===== src/rtl/alu_logic_pkg.sv =====
// Shared opcode and FSM encodings for the logic-unit arbiter and its datapath slice.
package alu_logic_pkg;

  localparam logic [2:0] OP_AND  = 3'b000;
  localparam logic [2:0] OP_OR   = 3'b001;
  localparam logic [2:0] OP_XOR  = 3'b010;
  localparam logic [2:0] OP_XNOR = 3'b011;
  localparam logic [2:0] OP_NAND = 3'b100;
  localparam logic [2:0] OP_NOR  = 3'b101;
  localparam logic [2:0] OP_NOT  = 3'b110;
  localparam logic [2:0] OP_PASS = 3'b111;

  typedef enum logic {
    ST_IDLE = 1'b0,
    ST_RESP = 1'b1
  } state_t;

endpackage


===== src/rtl/logic_op_unit.sv =====
// Combinational WIDTH-bit bitwise operation select (no carry chain).
module logic_op_unit
  import alu_logic_pkg::*;
#(
  parameter int WIDTH = 16
) (
  input  logic [WIDTH-1:0] a,
  input  logic [WIDTH-1:0] b,
  input  logic [2:0]       op,
  output logic [WIDTH-1:0] y
);

  always_comb begin
    // NOTE: assign a default before the case so no path leaves y unassigned (avoids an inferred latch).
    y = '0;
    case (op)
      OP_AND:  y = a & b;
      OP_OR:   y = a | b;
      OP_XOR:  y = a ^ b;
      OP_XNOR: y = ~(a ^ b);
      OP_NAND: y = ~(a & b);
      OP_NOR:  y = ~(a | b);
      OP_NOT:  y = ~a;
      OP_PASS: y = a;
      default: y = '0;
    endcase
  end

endmodule


===== src/rtl/logic_unit_arbiter.sv =====
// Round-robin arbiter sharing one registered bitwise logic slice among N_REQ requesters.
// Optional RSP_ZERO flag output is built when ARB_ZERO_FLAG_EN is defined.
module logic_unit_arbiter
  import alu_logic_pkg::*;
#(
  parameter int N_REQ = 4,
  parameter int WIDTH = 16,
  parameter int ID_W  = 2
) (
  input  logic                   clk,
  input  logic                   rst,
  input  logic [N_REQ-1:0]       req_valid,
  output logic [N_REQ-1:0]       req_ready,
  input  logic [3*N_REQ-1:0]     req_op,
  input  logic [WIDTH*N_REQ-1:0] req_a,
  input  logic [WIDTH*N_REQ-1:0] req_b,
  output logic                   rsp_valid,
  input  logic                   rsp_ready,
  output logic [WIDTH-1:0]       rsp_data,
  output logic [ID_W-1:0]        rsp_id,
`ifdef ARB_ZERO_FLAG_EN
  output logic                   rsp_zero,
`endif
  output logic                   busy
);

  state_t           state;
  logic [ID_W-1:0]  rr_ptr;
  logic [ID_W-1:0]  grant_id;
  logic [ID_W-1:0]  next_ptr;
  logic             grant_found;
  logic             accept;
  logic [WIDTH-1:0] a_arr [N_REQ];
  logic [WIDTH-1:0] b_arr [N_REQ];
  logic [2:0]       op_arr [N_REQ];
  logic [WIDTH-1:0] op_y;

  always_comb begin
    for (int i = 0; i < N_REQ; i++) begin
      a_arr[i]  = req_a[i*WIDTH +: WIDTH];
      b_arr[i]  = req_b[i*WIDTH +: WIDTH];
      op_arr[i] = req_op[3*i +: 3];
    end
  end

  // Scan from rr_ptr upward with wrap; the first valid index wins.
  always_comb begin
    int sum;
    grant_found = 1'b0;
    grant_id    = '0;
    sum         = 0;
    for (int k = 0; k < N_REQ; k++) begin
      sum = int'(rr_ptr) + k;
      if (sum >= N_REQ) sum = sum - N_REQ;
      if (!grant_found && req_valid[ID_W'(sum)]) begin
        grant_found = 1'b1;
        grant_id    = ID_W'(sum);
      end
    end
  end

  assign accept    = !rst && grant_found && ((state == ST_IDLE) || rsp_ready);
  assign req_ready = accept ? (N_REQ'(1) << grant_id) : '0;
  assign next_ptr  = (grant_id == ID_W'(N_REQ - 1)) ? '0 : grant_id + 1'b1;
  assign busy      = (state == ST_RESP);

  logic_op_unit #(.WIDTH(WIDTH)) u_op (
    .a  (a_arr[grant_id]),
    .b  (b_arr[grant_id]),
    .op (op_arr[grant_id]),
    .y  (op_y)
  );

  always_ff @(posedge clk) begin
    // NOTE: sequential state uses non-blocking assignments so every register samples pre-edge values.
    if (rst) begin
      state     <= ST_IDLE;
      rr_ptr    <= '0;
      rsp_valid <= 1'b0;
      rsp_data  <= '0;
      rsp_id    <= '0;
`ifdef ARB_ZERO_FLAG_EN
      rsp_zero  <= 1'b0;
`endif
    end else begin
      case (state)
        ST_IDLE: begin
          if (accept) begin
            state     <= ST_RESP;
            rsp_valid <= 1'b1;
            rsp_data  <= op_y;
            rsp_id    <= grant_id;
            rr_ptr    <= next_ptr;
`ifdef ARB_ZERO_FLAG_EN
            rsp_zero  <= (op_y == '0);
`endif
          end
        end
        ST_RESP: begin
          if (accept) begin
            // Retire and accept in the same cycle keeps one result per clock.
            rsp_data  <= op_y;
            rsp_id    <= grant_id;
            rr_ptr    <= next_ptr;
`ifdef ARB_ZERO_FLAG_EN
            rsp_zero  <= (op_y == '0);
`endif
          end else if (rsp_ready) begin
            state     <= ST_IDLE;
            rsp_valid <= 1'b0;
          end
        end
        default: state <= ST_IDLE;
      endcase
    end
  end

endmodule

===== config.mk =====
export PLATFORM = sky130hd
export DESIGN_NAME = logic_unit_arbiter
export DESIGN_NICKNAME = d
export VERILOG_FILES = /design/src/rtl/alu_logic_pkg.sv /design/src/rtl/logic_op_unit.sv /design/src/rtl/logic_unit_arbiter.sv
export SDC_FILE = /design/constraint.sdc
export NUM_CORES = 1
export LEC_CHECK = 0
export CAP_MARGIN = 20
export CORE_MARGIN = 1.5
export CORE_UTILIZATION = 46
export DETAILED_ROUTE_END_ITERATION = 6
export GPL_ROUTABILITY_DRIVEN = 0
export PLACE_DENSITY = 0.88
export SYNTH_ARGS = -nofsm -noshare
export SYNTH_HDL_FRONTEND = slang
export SYNTH_SLANG_ARGS = --single-unit

===== constraint.sdc =====
create_clock -name clk -period 10.69 [get_ports clk]
set_clock_uncertainty 0.1 [all_clocks]
set_input_delay 2.138 -clock clk [delete_from_list [all_inputs] [get_ports clk]]
set_output_delay 2.138 -clock clk [all_outputs]
set_load 0.005 [all_outputs]

==> results of run 1 <==
worst min-delay path, stage by stage, from the launching register on:
cell and delay [ps]:
dfxtp_1 320, nand2_1 50, a21oi_1 60
cells in the final DEF, fill, tap and decap left out, types with 2 or more instances in the layout:
cell	instances
a221o_1	14
a31oi_1	15
and2_1	4
xnor2_1	2
mux2i_1	64
xor2_1	14
a211o_1	15
inv_1	50
o211ai_1	14
nand2b_1	8
clkdlybuf4s50_1	170
ha_1	36
o21ai_0	15
clkbuf_8	3
buf_4	8
a22oi_1	15
nand2_1	73
a21oi_1	21
nor2_1	40
mux2_2	19
dfxtp_1	22
path summary, 6_finish.rpt:
kind,endpoint,cells after the start
worst max register to register,rsp_data[10],10
worst min-delay path,rsp_id[1],2
worst max-delay path,req_ready[2],9
worst min register to register,rsp_id[1],2
logic make-up (layout without fill, tap and decap cells):
group | count (synthesis) | in the layout | synth area share
muxes | 85 | 85 | 0.2419
adders and majority gates | 36 | 36 | 0.1222
and+or+nand+nor | 132 | 132 | 0.1507
DFF | 22 | 22 | 0.1194
buffers and inverters | 87 | 233 | 0.09874
xor gates and xnor gates | 16 | 16 | 0.03801
AOI/OAI and AO/OA | 118 | 118 | 0.2290
registers in the layout, summed over array words and instances, names as in the netlist:
name / flops
rsp_id: 2
busy: 1
rsp_data: 16
rr_ptr: 2
rsp_valid: 1
cell type report:
type                       count  area, sq um
tap                          102        127.6
multi-input combinational    387         2893
inverter                      51        191.4
sequential                    22        440.4
clock buffer                   3        41.29
fill                         612         2245
timing repair buffer         179         1789
per-stage QoR:
stage	hold slack [ps]	cell area (sq um)	worst slack (ps)
floorplan	352.7	3687	4564
global placement	345.0	5384	3676
detailed placement	358.8	5391	3526
CTS	370.3	5433	3518
global route	382.7	5483	3448
finish	375.1	5483	3651
power breakdown:
| group | internal, uW | switching [uW] | total (uW) |
|---|---|---|---|
| sequential | 101 | 16.3 | 118 |
| clock | 25.3 | 28.6 | 53.8 |
| combinational | 231 | 237 | 467 |
| total | 357 | 282 | 639 |
layer usage:
| layer | track usage | up-vias | part of all wire |
|---|---|---|---|
| met1 | 0.3101 | 1884 | 0.39 |
| met3 | 0.02053 | 35 | 0.071 |
| met4 | 0.1167 | 0 | 0.031 |
| met2 | 0.4963 | 216 | 0.51 |
| li1 | - | 2035 | - |
| met5 | 0 | - | 0 |
==> metrics.cfg, run 1 <==
[cts]
htreeDepth = 1
numCtsBuffers = 3
post-cts-setup-buffers = 0
clkSinkCount = 22
cts_hold_buffers = 0
clk_pin_slew_ps = 80
cts_resized = 0
insertion_delay_ps = 270
clk_path_buf_depth = 2
cts_tree = built
cts-root-buf = clkbuf_8

[synth]
ys.flop_type = dfxtp_1
ys_seq_area_frac = 0.1194
synthesis.nets = 679
synth-edff-count = 0
synth_top_area_cell = mux2i_1
synth_top_area_frac = 0.1737
syn_inst = 496
yosysMostFrequentCell = nand2_1
yosys_warnings = 0
yosysUniqueCellTypes = 42
synth-seq-cells = 22
ys_top_cells_by_count = nand2_1, mux2i_1, inv_1
async_flop_share = 0
syn-cell-area_sq_um = 3687
synth_area_leaders = mux2i_1, ha_1, dfxtp_1
synth_area_per_cell_sq_um = 7.434

[critical_path]
required_ps = 8450
cp-end-kind = primary output
worst-path-buf-inv = 4
critical_path_class = in2out
r2r_setup_slack_ps = 6490
cp.arrival_ps = 4800
critPathSlowestCell = clkdlybuf4s50_1
r2r_start = rr_ptr[1]
path_max_fanout = 55
cp_cell_sequence = clkdlybuf4s50_1 > mux2i_1 > nor2_1 > nor3_4 > buf_4 > inv_2 > ha_1 > and2_1 > clkdlybuf4s50_1
cp_top_family = buffers and inverters
critPathLaunch = req_valid[0]
crit_top_cell = clkdlybuf4s50_1
crit_path_max_incr_delay_ps = 490
cp-start-kind = primary input

[grt]
grt_overflow = 0
antenna_found_initial = 0
grt_max_degree = 77
grtUsageTotal = 0.2673
grt_pass1_vias = 4134
grt_pass1_wl_microns = 18490

[timing]
max_freq_mhz = 142.1
tightest_slew_ps = 1117
setup_viol = 0
maxSlewViolCount = 0
relSlewSlack = 0.2525
fin_crit_ps = 7039
fin_crit_sh = 0.6585
fin_tns_setup_ps = 0
hold_viol = 0
rsz0062_at_grt = false

[final_layout]
drive_gt1_frac = 0.05763
diodes = 0
final_util = 0.7095
syn_to_final_growth_pct = 48.69
final_cells = 744
nNetsFinal = 827

[detailed_routing]
postRouteWirelength_microns = 11740
vias = 4170
vias_per_cell = 5.605
wl_per_cell_microns = 15.78
drt_iter0_markers = 282
drc = 0
final_antenna_net_count = 0
dr.pass1.iters = 5

[floorplan]
dieArea_sq_um = 8562
io_pins = 171
die_x_microns = 92.53
core_region_area_sq_um = 7727
die_y_microns = 92.53
initial_core_util = 0.4772
std_cell_rows = 32

[worst_hold_path]
hold_class = reg2reg
min_from = rsp_id[1]

[placement]
place.detailed.hpwl_microns = 8849
dp.cells = 737
numPortBuffers = 170

[power_and_ir_drop]
power_uw = 638.8
powerDensity_nw_per_um2 = 116.5
ir_drop_mv = 0.05859
leakage_uw = 0.002468

[run_status]
status = complete, no violations

[flow_run]
maxCapViolCount = 0

Note: power is estimated with default switching activity, not from simulation.
==> run 2: changes to the inputs <==
Settings changed: CORE_UTILIZATION 46 to 39, PLACE_DENSITY 0.88 to 0.79.
Clock period 10.69 ns to 6.2 ns, I/O delays scaled along.
==> run 2 against run 1 <==
Die area up 17%. Sequential share of layout area about the same. Sequential power increased by 71%. Critical path depth shrank 3. Cell count is 1.2% higher. Wire length fell by 1.3%. Non-clock buffer count down 1. Worst setup slack worse by 2300 ps. Total power up 73%. Flip-flop and latch count stayed put. Core utilization shrank 11 points. First-iteration DRC count is the same. Critical path type unchanged.
==> metrics.cfg, run 2 (synthesized netlist as in run 1, its figures left out) <==
[run_status]
status = complete, no violations

[detailed_routing]
drc = 0
final_antenna_net_count = 0
wl_per_cell_microns = 15.40
vias = 4076
dr.pass1.iters = 5
postRouteWirelength_microns = 11600
vias_per_cell = 5.413
drt_iter0_markers = 282

[critical_path]
path_max_fanout = 5
r2r-end = rsp_data[9]
r2r_setup_slack_ps = 2540
cp-end-kind = primary output
cp-start-kind = primary input
critical_path_class = in2out
required_ps = 4860
critPathLaunch = req_valid[0]
cp.arrival_ps = 3520
rr_worst_depth = 8
r2r_start = rr_ptr[1]

[flow_run]
maxCapViolCount = 0

[power_and_ir_drop]
power_uw = 1108
p_seq_frac = 0.182
p_comb_frac = 0.718
p_clk_frac = 0.099
p_sw_frac = 0.4371
ir_drop_mv = 0.08699
leakage_uw = 0.002463
internal_power_uw = 623.5
powerDensity_nw_per_um2 = 202.1
p_switching_uw = 484.1

[grt]
grtUsageTotal = 0.2305
grt_pass1_wl_microns = 18870
grt_overflow = 0
grt_pass1_vias = 4088
grt_max_degree = 55
antenna_found_initial = 0

[final_layout]
syn_to_final_growth_pct = 48.63
final-seq-area_sq_um = 440.4
largest_reg_flops = 16
diodes = 0
drive_gt1_frac = 0.05763
nNetsFinal = 826
n_fill_cell = 827
regMostFlops = rsp_data
final_util = 0.5959
multi_input_area_sq_um = 2893
reg_top3 = rsp_data (16), rr_ptr (2), rsp_id (2)
mostFrequentLayoutCells = clkdlybuf4s50_1, nand2_1, mux2i_1
layout.cells.most_common = clkdlybuf4s50_1

[timing]
max_freq_mhz = 205.7
fin_tns_setup_ps = 0
hold_viol = 0
tightest_slew_ps = 1157
rsz0062_at_grt = false
maxSlewViolCount = 0
setup_viol = 0
fin_crit_ps = 4861
relSlewSlack = 0.2259
fin_crit_sh = 0.7840

[cts]
numCtsBuffers = 3
cts_tree = built
htreeDepth = 1
clk_path_buf_depth = 2
cts_hold_buffers = 0
cts_resized = 0
post-cts-setup-buffers = 0
clk_pin_slew_ps = 90
insertion_delay_ps = 270
clkSinkCount = 22
cts-root-buf = clkbuf_8

[floorplan]
die_y_microns = 100.2
io_pins = 171
die_x_microns = 100.2
initial_core_util = 0.4010
core_region_area_sq_um = 9196
std_cell_rows = 35
dieArea_sq_um = 10050

[worst_hold_path]
hold_class = reg2reg
hold_end = rsp_id[0]
worstHoldPathCells = 2
min_from = rsp_id[0]

[placement]
numPortBuffers = 170
place.detailed.hpwl_microns = 9026

[run 2: cell count changes in the layout (fill, tap and decap cells not counted)]
cell | before | now
clkbuf_8 | 3 | 4
buf_16 | 1 | 0
[run 2: area by class of cell]
| class | instances | share of cell area |
|---|---|---|
| multi-input cells | 387 | 0.5279 |
| repair buffers | 178 | 0.3215 |
| flip-flops and latches | 22 | 0.08037 |
| inverters | 51 | 0.03493 |
| well taps | 111 | 0.02534 |
| clock buffers | 4 | 0.01005 |
[run 2: power by group through the flow]
stage          clock, uW  combinational, uW  sequential (uW)
6_report             110                796              202
5_1_grt              118                881              207
4_1_cts              111                791              202
3_5_place_dp           0                787              205
3_3_place_gp           0                761              204
2_1_floorplan          0                517              202
[run 2: worst max-delay path by stage]
stage               slack, ps            to
global route             1120  req_ready[1]
detailed placement       1240   rsp_data[9]
floorplan                1870  req_ready[1]
finish                   1340  req_ready[2]
CTS                      1350  req_ready[1]
global placement         1350   rsp_data[9]
[run 2: through the flow]
step | instances | worst slack [ps] | area, sq um | hold WS, ps
6_report | 753 | 1339 | 5480 | 371.8
5_1_grt | 753 | 1115 | 5480 | 391.6
2_1_floorplan | 496 | 1870 | 3687 | 352.7
4_1_cts | 753 | 1346 | 5480 | 366.1
3_5_place_dp | 749 | 1238 | 5425 | 352.5
3_3_place_gp | 749 | 1347 | 5425 | 347.0
[run 2: critical path, cell delays in order]
cell and delay [ps]:
clkdlybuf4s50_1 480, nor4_1 710, nand2b_1 320, nor2_1 120, and2_1 180, clkdlybuf4s50_1 460
[run 2: routing by layer]
| metal | wire (microns) | track usage |
|---|---|---|
| met5 | 0 | 0 |
| met4 | 146 | 0.06934 |
| met3 | 911 | 0.03064 |
| met2 | 5564 | 0.4082 |
| met1 | 4973 | 0.2902 |
